[src/rtl/cpu_ctrl_pkg.sv]
`default_nettype none
// ============================================================================
// Module      : cpu_ctrl_pkg
// Description : Shared encodings for the multicycle CPU control path: state
//               codes, opcodes, ALUOp, mux selects and the control word.
// Revision    : 1.0 - initial release
// ============================================================================
package cpu_ctrl_pkg;

    typedef enum logic [3:0] {
        S_RESET     = 4'd0,
        S_FETCH     = 4'd1,
        S_DECODE    = 4'd2,
        S_MEM_ADDR  = 4'd3,
        S_MEM_READ  = 4'd4,
        S_MEM_WB    = 4'd5,
        S_MEM_WRITE = 4'd6,
        S_EXECUTE   = 4'd7,
        S_ALU_WB    = 4'd8,
        S_BRANCH    = 4'd9,
        S_ADDI_EX   = 4'd10,
        S_ADDI_WB   = 4'd11,
        S_JUMP      = 4'd12
    } state_t;

    localparam logic [3:0] OP_RTYPE = 4'b0000;
    localparam logic [3:0] OP_LW    = 4'b0001;
    localparam logic [3:0] OP_SW    = 4'b0010;
    localparam logic [3:0] OP_BEQ   = 4'b0011;
    localparam logic [3:0] OP_ADDI  = 4'b0100;
    localparam logic [3:0] OP_J     = 4'b0101;

    // Shared with ALUControl; 2'b11 is reserved and never driven.
    localparam logic [1:0] ALUOP_ADD   = 2'b00;
    localparam logic [1:0] ALUOP_SUB   = 2'b01;
    localparam logic [1:0] ALUOP_FUNCT = 2'b10;

    localparam logic [1:0] ALUSRCB_REG   = 2'b00;
    localparam logic [1:0] ALUSRCB_ONE   = 2'b01;
    localparam logic [1:0] ALUSRCB_IMM   = 2'b10;
    localparam logic [1:0] ALUSRCB_BROFF = 2'b11;

    localparam logic [1:0] PCSRC_ALU    = 2'b00;
    localparam logic [1:0] PCSRC_ALUOUT = 2'b01;
    localparam logic [1:0] PCSRC_JUMP   = 2'b10;

    typedef struct packed {
        logic       pc_write;
        logic       pc_write_cond;
        logic       iord;
        logic       mem_read;
        logic       mem_write;
        logic       ir_write;
        logic       mem_to_reg;
        logic       reg_dst;
        logic       reg_write;
        logic       alu_src_a;
        logic [1:0] alu_src_b;
        logic [1:0] alu_op;
        logic [1:0] pc_source;
        logic       illegal_op;
    } ctrl_word_t;

endpackage : cpu_ctrl_pkg
`default_nettype wire

[src/rtl/control_output_decode.sv]
`default_nettype none
// ============================================================================
// Module      : control_output_decode
// Description : Combinational map from FSM state to the datapath control word.
// Revision    : 1.0 - initial release
// ============================================================================
module control_output_decode
    import cpu_ctrl_pkg::*;
(
    input  state_t     state_i,
    input  logic       mem_ready_i,
    input  logic       op_illegal_i,
    output ctrl_word_t ctrl_o
);

    always_comb begin
        ctrl_o = '0;
        case (state_i)
            S_FETCH: begin
                ctrl_o.mem_read  = 1'b1;
                ctrl_o.alu_src_b = ALUSRCB_ONE;
                ctrl_o.alu_op    = ALUOP_ADD;
                ctrl_o.pc_source = PCSRC_ALU;
                // PC and IR only advance once the fetch has actually completed.
                ctrl_o.ir_write  = mem_ready_i;
                ctrl_o.pc_write  = mem_ready_i;
            end
            S_DECODE: begin
                ctrl_o.alu_src_b  = ALUSRCB_BROFF;
                ctrl_o.alu_op     = ALUOP_ADD;
                ctrl_o.illegal_op = op_illegal_i;
            end
            S_MEM_ADDR: begin
                ctrl_o.alu_src_a = 1'b1;
                ctrl_o.alu_src_b = ALUSRCB_IMM;
                ctrl_o.alu_op    = ALUOP_ADD;
            end
            S_MEM_READ: begin
                ctrl_o.mem_read = 1'b1;
                ctrl_o.iord     = 1'b1;
            end
            S_MEM_WB: begin
                ctrl_o.reg_write  = 1'b1;
                ctrl_o.mem_to_reg = 1'b1;
            end
            S_MEM_WRITE: begin
                ctrl_o.mem_write = 1'b1;
                ctrl_o.iord      = 1'b1;
            end
            S_EXECUTE: begin
                ctrl_o.alu_src_a = 1'b1;
                ctrl_o.alu_src_b = ALUSRCB_REG;
                ctrl_o.alu_op    = ALUOP_FUNCT;
            end
            S_ALU_WB: begin
                ctrl_o.reg_dst   = 1'b1;
                ctrl_o.reg_write = 1'b1;
            end
            S_BRANCH: begin
                ctrl_o.alu_src_a     = 1'b1;
                ctrl_o.alu_src_b     = ALUSRCB_REG;
                ctrl_o.alu_op        = ALUOP_SUB;
                ctrl_o.pc_write_cond = 1'b1;
                ctrl_o.pc_source     = PCSRC_ALUOUT;
            end
            S_ADDI_EX: begin
                ctrl_o.alu_src_a = 1'b1;
                ctrl_o.alu_src_b = ALUSRCB_IMM;
                ctrl_o.alu_op    = ALUOP_ADD;
            end
            S_ADDI_WB: begin
                ctrl_o.reg_write = 1'b1;
            end
            S_JUMP: begin
                ctrl_o.pc_write  = 1'b1;
                ctrl_o.pc_source = PCSRC_JUMP;
            end
            default: begin
                ctrl_o = '0;
            end
        endcase
    end

endmodule : control_output_decode
`default_nettype wire

[src/rtl/multicycle_control_unit.sv]
`default_nettype none
// ============================================================================
// Module      : multicycle_control_unit
// Description : Main control FSM of the 24-bit multicycle CPU; owns the state
//               register and next-state logic, outputs come from the decoder.
// Revision    : 1.0 - initial release
// ============================================================================
module multicycle_control_unit
    import cpu_ctrl_pkg::*;
#(
    parameter int OPCODE_W      = 4,
    parameter bit USE_MEM_READY = 1'b1
) (
    input  logic                clk_i,
    input  logic                rst_i,
    input  logic [OPCODE_W-1:0] opcode_i,
    input  logic                mem_ready_i,
    output logic                pc_write_o,
    output logic                pc_write_cond_o,
    output logic                iord_o,
    output logic                mem_read_o,
    output logic                mem_write_o,
    output logic                ir_write_o,
    output logic                mem_to_reg_o,
    output logic                reg_dst_o,
    output logic                reg_write_o,
    output logic                alu_src_a_o,
    output logic [1:0]          alu_src_b_o,
    output logic [1:0]          alu_op_o,
    output logic [1:0]          pc_source_o,
    output logic                illegal_op_o,
    output logic [3:0]          state_o
);

    state_t     state_q;
    state_t     state_d;
    logic       w_mem_ready;
    logic       w_op_illegal;
    ctrl_word_t w_ctrl;

    generate
        if (USE_MEM_READY) begin : g_mem_ready
            assign w_mem_ready = mem_ready_i;
        end else begin : g_mem_always_ready
            assign w_mem_ready = 1'b1;
        end
    endgenerate

    always_comb begin
        w_op_illegal = 1'b1;
        case (opcode_i)
            OPCODE_W'(OP_RTYPE),
            OPCODE_W'(OP_LW),
            OPCODE_W'(OP_SW),
            OPCODE_W'(OP_BEQ),
            OPCODE_W'(OP_ADDI),
            OPCODE_W'(OP_J):    w_op_illegal = 1'b0;
            default:            w_op_illegal = 1'b1;
        endcase
    end

    // Async reset also kills any write decoded from the aborted state.
    always_ff @(posedge clk_i or posedge rst_i) begin
        if (rst_i) begin
            state_q <= S_RESET;
        end else begin
            state_q <= state_d;
        end
    end

    always_comb begin
        state_d = state_q;
        case (state_q)
            S_RESET:     state_d = S_FETCH;
            S_FETCH:     if (w_mem_ready) state_d = S_DECODE;
            S_DECODE: begin
                case (opcode_i)
                    OPCODE_W'(OP_LW),
                    OPCODE_W'(OP_SW):    state_d = S_MEM_ADDR;
                    OPCODE_W'(OP_RTYPE): state_d = S_EXECUTE;
                    OPCODE_W'(OP_BEQ):   state_d = S_BRANCH;
                    OPCODE_W'(OP_ADDI):  state_d = S_ADDI_EX;
                    OPCODE_W'(OP_J):     state_d = S_JUMP;
                    default:             state_d = S_FETCH;
                endcase
            end
            S_MEM_ADDR:  state_d = (opcode_i == OPCODE_W'(OP_SW)) ? S_MEM_WRITE : S_MEM_READ;
            S_MEM_READ:  if (w_mem_ready) state_d = S_MEM_WB;
            S_MEM_WB:    state_d = S_FETCH;
            S_MEM_WRITE: if (w_mem_ready) state_d = S_FETCH;
            S_EXECUTE:   state_d = S_ALU_WB;
            S_ALU_WB:    state_d = S_FETCH;
            S_BRANCH:    state_d = S_FETCH;
            S_ADDI_EX:   state_d = S_ADDI_WB;
            S_ADDI_WB:   state_d = S_FETCH;
            S_JUMP:      state_d = S_FETCH;
            default:     state_d = S_FETCH;
        endcase
    end

    control_output_decode u_decode (
        .state_i      (state_q),
        .mem_ready_i  (w_mem_ready),
        .op_illegal_i (w_op_illegal),
        .ctrl_o       (w_ctrl)
    );

    assign pc_write_o      = w_ctrl.pc_write;
    assign pc_write_cond_o = w_ctrl.pc_write_cond;
    assign iord_o          = w_ctrl.iord;
    assign mem_read_o      = w_ctrl.mem_read;
    assign mem_write_o     = w_ctrl.mem_write;
    assign ir_write_o      = w_ctrl.ir_write;
    assign mem_to_reg_o    = w_ctrl.mem_to_reg;
    assign reg_dst_o       = w_ctrl.reg_dst;
    assign reg_write_o     = w_ctrl.reg_write;
    assign alu_src_a_o     = w_ctrl.alu_src_a;
    assign alu_src_b_o     = w_ctrl.alu_src_b;
    assign alu_op_o        = w_ctrl.alu_op;
    assign pc_source_o     = w_ctrl.pc_source;
    assign illegal_op_o    = w_ctrl.illegal_op;
    assign state_o         = state_q;

endmodule : multicycle_control_unit
`default_nettype wire

[config.mk]
export PLATFORM = sky130hd
export DESIGN_NAME = multicycle_control_unit
export DESIGN_NICKNAME = d
export VERILOG_FILES = /design/src/rtl/cpu_ctrl_pkg.sv /design/src/rtl/control_output_decode.sv /design/src/rtl/multicycle_control_unit.sv
export SDC_FILE = /design/constraint.sdc
export NUM_CORES = 1
export LEC_CHECK = 0
export BUFFER_PORTS_ARGS = -buffer_cell sky130_fd_sc_hd__buf_4
export CELL_PAD_IN_SITES_DETAIL_PLACEMENT = 1
export CELL_PAD_IN_SITES_GLOBAL_PLACEMENT = 1
export CORE_UTILIZATION = 27
export DETAILED_ROUTE_END_ITERATION = 8
export GPL_ROUTABILITY_DRIVEN = 1
export PLACE_DENSITY = 0.77
export SYNTH_ARGS = -nofsm -noshare
export SYNTH_HDL_FRONTEND = slang
export SYNTH_HIERARCHICAL = 1
export SYNTH_SLANG_ARGS = --single-unit
[constraint.sdc]
create_clock -name clk_i -period 1.2 [get_ports clk_i]
set_input_delay 0.18 -clock clk_i [delete_from_list [all_inputs] [get_ports clk_i]]
set_output_delay 0.18 -clock clk_i [all_outputs]
set_load 0.01 [all_outputs]
Word-level counts from Yosys, hierarchy flattened:

Cells that the tools add are included.

* flip-flop bits (word level): 4
* output and inout bits: 21
* logic and storage cells: 50

* equality and inequality tests: 20
* mux-type cells: 20
* reduce and logical (&&, ||, !) cells: 9

Operators by type and width (count)
* $pmux 4 s5: 2
* $pmux 4 s7: 1
* $eq 4x3->1 const B: 6
* $eq 4x4->1 const B: 5
* $eq 4x2->1 const B: 4
* $mux 4: 3
* $mux 1: 11
* $eq 4x1->1 const B: 2
* $reduce_or 2->1: 4
* $ne 2x2->1 const B: 3
* $reduce_or 6->1: 1
* $logic_not 4->1: 1
* $pmux 2 s2: 1
* $reduce_or 4->1: 1
* $reduce_and 3->1: 1
* $reduce_or 3->1: 1
* $mux 2: 1
* $pmux 1 s2: 1

Logic depth before layout (Yosys ltp):

Gate-level depths: netlist of run 1.

* word-level depth: 4
* gate-level depth with buffers: 4
* depth with buffers taken out: 3

Hierarchy:

The synthesis of run 1 kept the hierarchy.

By module, submodules not included
* multicycle_control_unit: times used 1, cells an instance 38, area an instance 316.6 um^2, sequential area each 100.1 um^2
* control_output_decode: times used 1, cells an instance 33, area an instance 226.5 um^2, sequential area each 0.0 um^2

Worst setup path before layout of run 1:

No wires, ideal clock.

* kind: reg-to-output
* start: reg state_q[3], in the netlist state_o[3]
* end: out pc_write_cond_o
* data arrival time: 1.217 ns
* path slack: -0.197 ns
* stages on the path, launching flop included: 5
* path buffers: 2
* cell sequence: dfrtp_1 -> buf_2 -> nand2b_1 -> nor2_1 -> buf_4

* word-level cells in the longest chain between the ends: 2

RTL lines
* start: declaration: RTL line multicycle_control_unit.sv:35 `state_t state_q;`
* start signal: assignment: RTL line multicycle_control_unit.sv:67 `state_q <= state_d;`
* $eq 4x4->1: RTL line control_output_decode.sv:18 `case (state_i)`
* $mux 1: RTL line control_output_decode.sv:18
* end: declaration: RTL line multicycle_control_unit.sv:19 `output logic pc_write_cond_o,`

Every way passes these cells.

Worst setup path in the final report of run 1:

* start: reg state_q[0], in the netlist state_o[0]
* end: out alu_src_a_o

* word-level cells in the longest chain between the ends: 3
* elaborated cells on any way between the ends: 6
* classes of those cells: eq/ne: 4; mux: 1; reduce/logical: 1

RTL lines
* $eq 4x2->1, or another cell as far along: RTL line control_output_decode.sv:18
* $reduce_or 4->1 (no source line) (*)
* $mux 1 (*): RTL line control_output_decode.sv:18
* end: declaration: RTL line multicycle_control_unit.sv:27 `output logic alu_src_a_o,`

Every way passes the cells marked *; elsewhere a longest branch is shown, timed or not.

==> flow_metrics.env, run 1 <==
export IMPL_ant_nets=0
export IMPL_io_pin_count=28
export IMPL_port_buffers=27
export IMPL_die_area_mm2=0.00219
export IMPL_mostFrequentLayoutCell="buf_4"
export IMPL_max_cap_violations=0
export IMPL_finalClockSkew_ns=0.00907
export IMPL_synth_area_per_cell_um2=7.65
export IMPL_drt_wirelength_per_cell_um=16.8
export IMPL_critPathKind="reg -> out"
export IMPL_dpl_hpwl_um=1380
export IMPL_busiest_layer="met2"
export IMPL_final_nets=124
export IMPL_p_leak_nw=0.474
export IMPL_worstPathRequired_ns=1.02
export IMPL_synth_area_um2=543
export IMPL_period_needed_ns=1.53
export IMPL_start_util=0.301
export IMPL_grt_pass1_wl_um=3070
export IMPL_met2_usage=0.350
export IMPL_clk_pin_slew_worst_paths_ns=0.04
export IMPL_startpoint_type="register"
export IMPL_h_tree_depth=1
export IMPL_stdcell_count=141
export IMPL_dp_cells=127
export IMPL_synthTopCellsByArea="dfrtp_1 (18%), nor3_1 (5.5%), nand3b_1 (5.5%), xnor2_1 (4.8%), buf_6 (4.1%)"
export IMPL_drive_above_1_share=0.664
export IMPL_grt_met1_usage=0.260
export IMPL_finalPower_mw=2.67
export IMPL_cts_tree="done"
export IMPL_grt_max_degree=13
export IMPL_slew_violations=0
export IMPL_root_buffer="clkbuf_4"
export IMPL_tightest_slew_ns=0.303
export IMPL_slowest_stage="dfrtp_4"
export IMPL_critPathTopFamily="flip-flops"
export IMPL_drt_pass1_iter_count=3
export IMPL_critical_path_max_stage_delay_ns=0.51
export IMPL_viasPerCell=4.97
export IMPL_period_share=1.28
export IMPL_ir_worst_vdd_v=0.00108
export IMPL_largest_register_ffs=4
export IMPL_rsz0062_at_grt="true"
export IMPL_fillers=224
export IMPL_antenna_found_initial=0
export IMPL_die_h_um=46.8
export IMPL_yosys_area_top_type="dfrtp_1"
export IMPL_drt_iter0_drc=5
export IMPL_grt_usage=0.200
export IMPL_synth_nets=78
export IMPL_diodes=0
export IMPL_setup_viol=23
export IMPL_synth_seq_cells=4
export IMPL_final_cell_mix="buf_4 (30), buf_6 (16), nand2_1 (6)"
export IMPL_syn_inst=71
export IMPL_grt_util_met3=0.0115
export IMPL_vias=701
export IMPL_drc=0
export IMPL_grt_overflow_total=0
export IMPL_core_rowCount=15
export IMPL_fp_dieW_um=46.8
export IMPL_maxSlewHeadroom=0.795
export IMPL_synth_warnings=6
export IMPL_crit_path_max_fanout=5
export IMPL_crit_arrival_ns=1.35
export IMPL_numCtsBuffers=3
export IMPL_grt_pass1_vias=643
export IMPL_status="finished, violations left"
export IMPL_ys_seq_area_frac=0.184
export IMPL_worstPathBufferInverterCount=2
export IMPL_yosysUniqueCellTypes=31
export IMPL_cp_end_kind="output port"
export IMPL_hold_path_class="in -> reg"
export IMPL_clock_path_buffers=2
export IMPL_cts_sinks=4
export IMPL_clock_latency_ns=0.25
export IMPL_fmax_mhz=652
export IMPL_routabilityCongestion=0.750
export IMPL_drt_total_wl_um=2380
export IMPL_fp_coreArea_mm2=0.00180
export IMPL_power_per_cell_area_mw_per_mm2=2420
export IMPL_violations="negative setup slack"
export IMPL_postLayoutSetupSlackWorst_ns=-0.334
export IMPL_crit_chain="buf_6 > xnor2_4 > o22ai_1 > buf_4"
export IMPL_areaGrowthSynthToFinish_pct=103
export IMPL_yosysTopAreaCellShare=0.184
export IMPL_hold_viol=0
[worst reg2reg max path: stages (launching register included)]
cell and delay, ns:
dfrtp_4 0.51, buf_6 0.16, buf_6 0.14, nor4bb_4 0.25
a31oi_1 0.07, o211ai_1 0.19
[area by class of cell]
class | instances | area, um2 | share of cell area
Inverter | 5 | 18.8 | 0.0170
Tap cell | 25 | 31.3 | 0.0283
Sequential cell | 4 | 108 | 0.0975
Clock buffer | 4 | 26.3 | 0.0238
Timing Repair Buffer | 48 | 420 | 0.381
Multi-Input combinational cell | 55 | 499 | 0.452
[timing repair]
item,in CTS,in global routing
resized for setup,17,20
hold endpoints to repair,4,0
pin swaps,4,7
setup buffers,7,3
setup endpoints to repair,22,23
hold buffers,1,0
[kinds of logic after synthesis]
family	synth area share
xor+xnor	0.0645
simple gates	0.419
flops	0.184
compound gates	0.200
buf+inv	0.131
[through the flow]
stage          utilization  area, um2  hold WS, ns  setup slack [ns]  setup TNS (ns)
2_1_floorplan            -        599      -0.0541           -0.0389         -0.0703
3_3_place_gp         0.474        855       0.0687            -0.110          -0.347
3_5_place_dp         0.474        855       0.0754            -0.106          -0.615
4_1_cts              0.558       1000        0.278            -0.264           -4.26
5_1_grt              0.613       1100        0.318            -0.353           -6.19
6_report             0.613       1100        0.297            -0.334           -5.26
[path summary, 6_finish.rpt]
path	end	start	cells past startpoint	slack (ns)
worst max-delay path	alu_src_a_o	state_o[0]	4	-0.33
worst min-delay path	state_o[2]	opcode_i[0]	4	0.30
worst max register to register	state_o[1]	state_o[0]	5	-0.21
worst min register to register	state_o[1]	state_o[3]	2	0.73
max in group asynchronous	state_o[0]	rst_i	3	0.64
min in group asynchronous	state_o[1]	rst_i	3	0.38
[Yosys cell counts, drive strengths merged]
cell type,number
a21o,1
nor4bb,1
nor3,7
o21ai,1
nor2b,2
a31oi,3
nand3,1
o22ai,2
nand2b,4
o311ai,1
xor2,1
a2111o,1
o211ai,2
nand2,6
a21oi,1
buf,7
nor4b,3
a31o,1
nand3b,4
inv,5
a211oi,2
nor2,6
nand4bb,1
nand4b,1
xnor2,3
dfrtp,4
[report_power, final]
group	switching, mW	leakage [nW]	internal (mW)	total (mW)
Combinational	1.05	0.413	1.13	2.18
Clock	0.0672	0.0150	0.126	0.193
Sequential	0.0941	0.0459	0.205	0.299
Total	1.21	0.474	1.46	2.67
[metal layers]
layer | part of all wire | wire length [um]
met2 | 0.54 | 1270
met3 | 0.017 | 41
met5 | 0 | 0
met1 | 0.44 | 1040
met4 | 0.0097 | 23
Note: power is estimated with default switching activity, not from simulation.
==> run 2, diff against run 1 <==
--- a/config.mk
+++ b/config.mk
@@ -5,13 +5,14 @@
 export SDC_FILE = /design/constraint.sdc
 export NUM_CORES = 1
 export LEC_CHECK = 0
+export ABC_AREA = 1
 export BUFFER_PORTS_ARGS = -buffer_cell sky130_fd_sc_hd__buf_4
 export CELL_PAD_IN_SITES_DETAIL_PLACEMENT = 1
 export CELL_PAD_IN_SITES_GLOBAL_PLACEMENT = 1
-export CORE_UTILIZATION = 27
+export CORE_UTILIZATION = 25
 export DETAILED_ROUTE_END_ITERATION = 8
 export GPL_ROUTABILITY_DRIVEN = 1
-export PLACE_DENSITY = 0.77
+export PLACE_DENSITY = 0.76
 export SYNTH_ARGS = -nofsm -noshare
 export SYNTH_HDL_FRONTEND = slang
 export SYNTH_HIERARCHICAL = 1
==> flow_metrics.env, run 2 <==
export IMPL_combPwrFrac=0.815
export IMPL_stdcell_count=191
export IMPL_worstPathRequired_ns=1.02
export IMPL_hold_viol=0
export IMPL_postLayoutSetupSlackWorst_ns=-0.280
export IMPL_multi_input_area_um2=539
export IMPL_synthTopCellsByArea="nand2_1 (22%), dfrtp_1 (17%), nor2_1 (13%), inv_1 (11%), nor2_2 (7.4%)"
export IMPL_setup_viol=25
export IMPL_cp_endpoint="alu_src_a_o"
export IMPL_rsz0062_at_grt="true"
export IMPL_synth_most_common_cell="nand2_1"
export IMPL_cts_tree="done"
export IMPL_synth_nets=120
export IMPL_grt_usage=0.227
export IMPL_cp_end_kind="output port"
export IMPL_reg2reg_from="state_o[0]"
export IMPL_ant_nets=0
export IMPL_synth_seq_cells=4
export IMPL_synthArstFlopShare=1.00
export IMPL_synth_main_ff_cell="dfrtp_1"
export IMPL_largest_register_ffs=4
export IMPL_yosysUniqueCellTypes=16
export IMPL_power_per_cell_area_mw_per_mm2=2400
export IMPL_clock_path_buffers=2
export IMPL_finalClockSkew_ns=0.00878
export IMPL_synth_edf_count=0
export IMPL_port_buffers=27
export IMPL_die_area_mm2=0.00256
export IMPL_clk_pin_slew_worst_paths_ns=0.05
export IMPL_worstRegToRegCells=9
export IMPL_mostFrequentLayoutCell="buf_4"
export IMPL_drt_iter0_drc=13
export IMPL_grt_pass1_wl_um=4280
export IMPL_syn_inst=113
export IMPL_vias=902
export IMPL_fmax_mhz=676
export IMPL_grt_overflow_total=0
export IMPL_maxSlewHeadroom=0.844
export IMPL_slew_violations=0
export IMPL_pwr_share_clk=0.064
export IMPL_status="finished, violations left"
export IMPL_io_pin_count=28
export IMPL_antenna_found_initial=0
export IMPL_fp_dieW_um=50.6
export IMPL_drt_total_wl_um=2780
export IMPL_numCtsBuffers=3
export IMPL_drt_pass1_iter_count=4
export IMPL_power_switching_mw=1.47
export IMPL_violations="negative setup slack"
export IMPL_drc=0
export IMPL_period_share=1.23
export IMPL_seq_area_um2=105
export IMPL_pwr_share_seq=0.121
export IMPL_crit_arrival_ns=1.30
export IMPL_hold_path_class="in -> reg"
export IMPL_clock_latency_ns=0.25
export IMPL_diodes=0
export IMPL_drive_above_1_share=0.607
export IMPL_viasPerCell=4.72
export IMPL_r2r_end="state_o[2]"
export IMPL_cts_sinks=4
export IMPL_dpl_hpwl_um=1640
export IMPL_fillers=302
export IMPL_ys_seq_area_frac=0.170
export IMPL_grt_max_degree=9
export IMPL_fp_coreArea_mm2=0.00221
export IMPL_yosysTopAreaCellShare=0.223
export IMPL_p_int_mw=1.36
export IMPL_final_cell_mix="buf_4 (39), nand2_1 (28), inv_1 (14)"
export IMPL_synth_warnings=6
export IMPL_routabilityCongestion=0.875
export IMPL_synth_area_per_cell_um2=5.22
export IMPL_max_cap_violations=0
export IMPL_hold_ws_ns=0.219
export IMPL_dp_slack_ns=-0.109
export IMPL_startpoint_type="register"
export IMPL_start_util=0.266
export IMPL_yosys_area_top_type="nand2_1"
export IMPL_grt_pass1_vias=931
export IMPL_core_rowCount=17
export IMPL_areaGrowthSynthToFinish_pct=101
export IMPL_h_tree_depth=1
export IMPL_period_needed_ns=1.48
export IMPL_tightest_slew_ns=0.234
export IMPL_synth_area_um2=589
export IMPL_dp_cells=171
export IMPL_critPathKind="reg -> out"
export IMPL_crit_start="state_o[2]"
export IMPL_synth_common_cells="nand2_1 (35), nor2_1 (21), inv_1 (18)"
export IMPL_drt_wirelength_per_cell_um=14.6
export IMPL_p_leak_nw=0.673
export IMPL_ir_worst_vdd_v=0.00140
export IMPL_p_sw_frac=0.519
export IMPL_crit_path_max_fanout=5
export IMPL_root_buffer="clkbuf_4"
export IMPL_reg2reg_slack_ns=-0.22
export IMPL_final_nets=172
export IMPL_die_h_um=50.6
[run 2: power groups by stage]
stage / combinational (mW) / sequential, mW / clock, mW
final: 2.31 / 0.342 / 0.183
after global routing: 2.50 / 0.354 / 0.189
after CTS: 2.00 / 0.317 / 0.169
after detailed placement: 1.45 / 0.371 / 0
after global placement: 1.41 / 0.361 / 0
after floorplan: 0.829 / 0.365 / 0
[run 2: how the worst min path moves through the flow]
stage	slack, ns	start	cells past startpoint	end
after CTS	0.22	mem_ready_i	4	state_o[1]
after global routing	0.23	mem_ready_i	4	state_o[0]
final	0.22	mem_ready_i	4	state_o[1]
after floorplan	-0.05	rst_i	1	state_o[0]
after global placement	0.07	rst_i	2	state_o[2]
after detailed placement	0.09	rst_i	2	state_o[2]
[run 2: cells by family (layout without fill, tap and decap cells)]
kind of cell / after synthesis / in the layout / synth area share
AND/OR/NAND/NOR: 79 / 79 / 0.586
flip-flops: 4 / 4 / 0.170
AO/OA/AOI/OAI: 7 / 7 / 0.0913
buffers and inverters: 23 / 73 / 0.153
[run 2: final cells by class]
class / count / share of cell area
Inverter: 22 / 0.0741
Timing Repair Buffer: 48 / 0.332
Sequential cell: 4 / 0.0889
Multi-Input combinational cell: 86 / 0.456
Clock buffer: 3 / 0.0190
Tap cell: 28 / 0.0296
[run 2: layer usage]
metal	vias up	share of wire	GRT usage
met4	0	0.019	0.0880
li1	439	-	-
met5	-	0	0
met3	7	0.032	0.0273
met2	28	0.59	0.467
met1	428	0.36	0.224
[run 2: critical path, cell delays in order (launching register included)]
cell     delay [ns]
dfrtp_2        0.47
inv_4          0.08
nand2_4        0.12
nor2_4         0.05
nor2_1         0.12
nand2_1        0.06
buf_4          0.14
[run 2: repair_timing]
item / in CTS / in global routing
pin swaps: 5 / 8
resized for setup: 22 / 29
setup buffers: 15 / 1
hold buffers: 1 / 0
setup endpoints to repair: 22 / 24
hold endpoints to repair: 4 / 0
[run 2: per-stage QoR]
| step | utilization | power [mW] | TNS, ns | instance area (um2) |
|---|---|---|---|---|
| 2_1_floorplan | - | 1.19 | 0 | 597 |
| 3_3_place_gp | 0.387 | 1.77 | -0.309 | 857 |
| 3_5_place_dp | 0.387 | 1.82 | -0.636 | 857 |
| 4_1_cts | 0.484 | 2.49 | -3.44 | 1070 |
| 5_1_grt | 0.535 | 3.05 | -5.85 | 1180 |
| 6_report | 0.535 | 2.84 | -4.65 | 1180 |
==> run 3, diff against run 2 <==
==> constraint.sdc (replaced) <==
create_clock -name clk_i -period 1.2 [get_ports clk_i]
set_input_delay 0.24 -clock clk_i [delete_from_list [all_inputs] [get_ports clk_i]]
set_output_delay 0.24 -clock clk_i [all_outputs]
set_load 0.01 [all_outputs]
==> flow_metrics.env, run 3 (synthesis gave the netlist of run 2 again) <==
export IMPL_clk_pin_slew_worst_paths_ns=0.04
export IMPL_root_buffer="clkbuf_4"
export IMPL_viasPerCell=4.68
export IMPL_drt_iter0_drc=3
export IMPL_fillers=302
export IMPL_vias=879
export IMPL_grt_usage=0.208
export IMPL_dp_cells=174
export IMPL_combPwrFrac=0.818
export IMPL_seq_area_um2=105
export IMPL_fp_dieW_um=50.6
export IMPL_diodes=0
export IMPL_max_cap_violations=0
export IMPL_hold_viol=0
export IMPL_postLayoutSetupSlackWorst_ns=-0.354
export IMPL_dp_slack_ns=-0.137
export IMPL_utilization=0.537
export IMPL_power_switching_mw=1.49
export IMPL_drt_total_wl_um=2770
export IMPL_slowest_stage="dfrtp_2"
export IMPL_fin_area_mm2=0.00119
export IMPL_slew_violations=0
export IMPL_worstPathRequired_ns=0.96
export IMPL_routabilityCongestion=0.736
export IMPL_drt_wirelength_per_cell_um=14.7
export IMPL_io_pin_count=28
export IMPL_ir_worst_vdd_v=0.00121
export IMPL_drive_above_1_share=0.613
export IMPL_numCtsBuffers=3
export IMPL_period_share=1.30
export IMPL_crit_arrival_ns=1.31
export IMPL_drc=0
export IMPL_ant_nets=0
export IMPL_critPathMostFrequentCell="buf_4"
export IMPL_power_per_cell_area_mw_per_mm2=2440
export IMPL_cp_end_kind="output port"
export IMPL_die_area_mm2=0.00256
export IMPL_finalClockSkew_ns=0.000189
export IMPL_fmax_mhz=643
export IMPL_grt_overflow_total=0
export IMPL_tightest_slew_ns=0.247
export IMPL_violations="negative setup slack"
export IMPL_crit_path_max_fanout=5
export IMPL_port_buffers=27
export IMPL_areaGrowthSynthToFinish_pct=102
export IMPL_critical_path_max_stage_delay_ns=0.43
export IMPL_dpl_cell_area_um2=885
export IMPL_grt_pass1_wl_um=4010
export IMPL_maxSlewHeadroom=0.836
export IMPL_rsz0062_at_grt="true"
export IMPL_status="finished, violations left"
export IMPL_p_leak_nw=0.657
export IMPL_start_util=0.266
export IMPL_startpoint_type="register"
export IMPL_grt_pass1_vias=878
export IMPL_mostFrequentLayoutCell="buf_4"
export IMPL_final_nets=169
export IMPL_cts_tree="done"
export IMPL_largest_register_ffs=4
export IMPL_setup_viol=25
export IMPL_cts_sinks=4
export IMPL_drt_pass1_iter_count=2
export IMPL_antenna_found_initial=0
export IMPL_multi_input_area_um2=534
export IMPL_core_rowCount=17
export IMPL_finalPower_mw=2.90
export IMPL_critPathKind="reg -> out"
export IMPL_stdcell_count=188
export IMPL_p_int_mw=1.41
export IMPL_grt_max_degree=9
export IMPL_die_h_um=50.6
export IMPL_pwr_share_clk=0.059
export IMPL_clock_latency_ns=0.24
export IMPL_period_needed_ns=1.55
export IMPL_dpl_hpwl_um=1580
export IMPL_clock_path_buffers=2
export IMPL_hold_path_class="in -> reg"
export IMPL_pwr_share_seq=0.123
export IMPL_final_cell_mix="buf_4 (30), nand2_1 (26), buf_6 (13)"
export IMPL_crit_chain="buf_12 > buf_4 > nand4_1 > nand3_1 > buf_4"
export IMPL_p_sw_frac=0.513
export IMPL_fp_coreArea_mm2=0.00221
export IMPL_h_tree_depth=1
==> run 3: cell types whose count changed in the layout (fill, tap and decap cells not counted), moves of 2 or more <==
| cell | previous run | this run |
|---|---|---|
| nor2_2 | 8 | 5 |
| buf_6 | 8 | 13 |
| nand2_2 | 7 | 10 |
| nand2_1 | 28 | 26 |
| inv_1 | 14 | 12 |
| nor2_4 | 9 | 11 |
| buf_4 | 39 | 30 |
| nand3_1 | 3 | 5 |
==> run 3: worst max-delay path: cells and delay by family (launching register included) <==
| kind | cells | cell delay, ns |
|---|---|---|
| buffers and inverters | 3 | 0.45 |
| AND/OR/NAND/NOR | 2 | 0.19 |
| flip-flops | 1 | 0.43 |
==> run 3: stage by stage <==
stage / hold WS (ns) / setup TNS, ns
after global routing: 0.283 / -6.68
after global placement: 0.133 / -0.656
after floorplan: 0.00613 / 0
after CTS: 0.279 / -4.53
final: 0.280 / -5.41
after detailed placement: 0.135 / -0.767
==> run 3: repair_timing <==
item | in CTS | in global routing
resized for setup | 31 | 28
buffers inserted | 7 | 4
hold buffers | 1 | 0
setup endpoints to repair | 24 | 25
endpoints found under the hold margin | 4 | 0
pin swaps | 11 | 11
==> run 3: power by group through the flow <==
| stage | clock, mW | combinational (mW) | sequential (mW) |
|---|---|---|---|
| after global routing | 0.186 | 2.52 | 0.370 |
| final | 0.170 | 2.37 | 0.356 |
| after CTS | 0.168 | 2.02 | 0.324 |
| after floorplan | 0 | 0.840 | 0.365 |
| after detailed placement | 0 | 1.50 | 0.362 |
| after global placement | 0 | 1.47 | 0.357 |
==> run 3: final cells by class <==
class / count / area share
multi-input combinational: 86 / 0.449
timing repair buffer: 45 / 0.338
sequential: 4 / 0.0884
inverter: 22 / 0.0758
tap: 28 / 0.0295
clock buffer: 3 / 0.0189
==> run 3: path summary, 6_finish.rpt <==
path                                   from     endpoint  slack, ns  depth (start not counted)
worst max-delay path             state_o[1]  reg_write_o      -0.35                          5
worst min-delay path            mem_ready_i   state_o[1]       0.28                          4
worst max register to register   state_o[3]   state_o[2]      -0.22                          7
worst min register to register   state_o[1]   state_o[1]       0.78                          4
max in group asynchronous             rst_i   state_o[1]       0.57                          3
min in group asynchronous             rst_i   state_o[2]       0.47                          3
==> run 3: metal layers <==
metal / vias up / GRT usage / part of all wire
li1: 432 / - / -
met1: 413 / 0.211 / 0.36
met2: 28 / 0.422 / 0.59
met3: 6 / 0.0242 / 0.030
met4: 0 / 0.0787 / 0.016
met5: - / 0 / 0
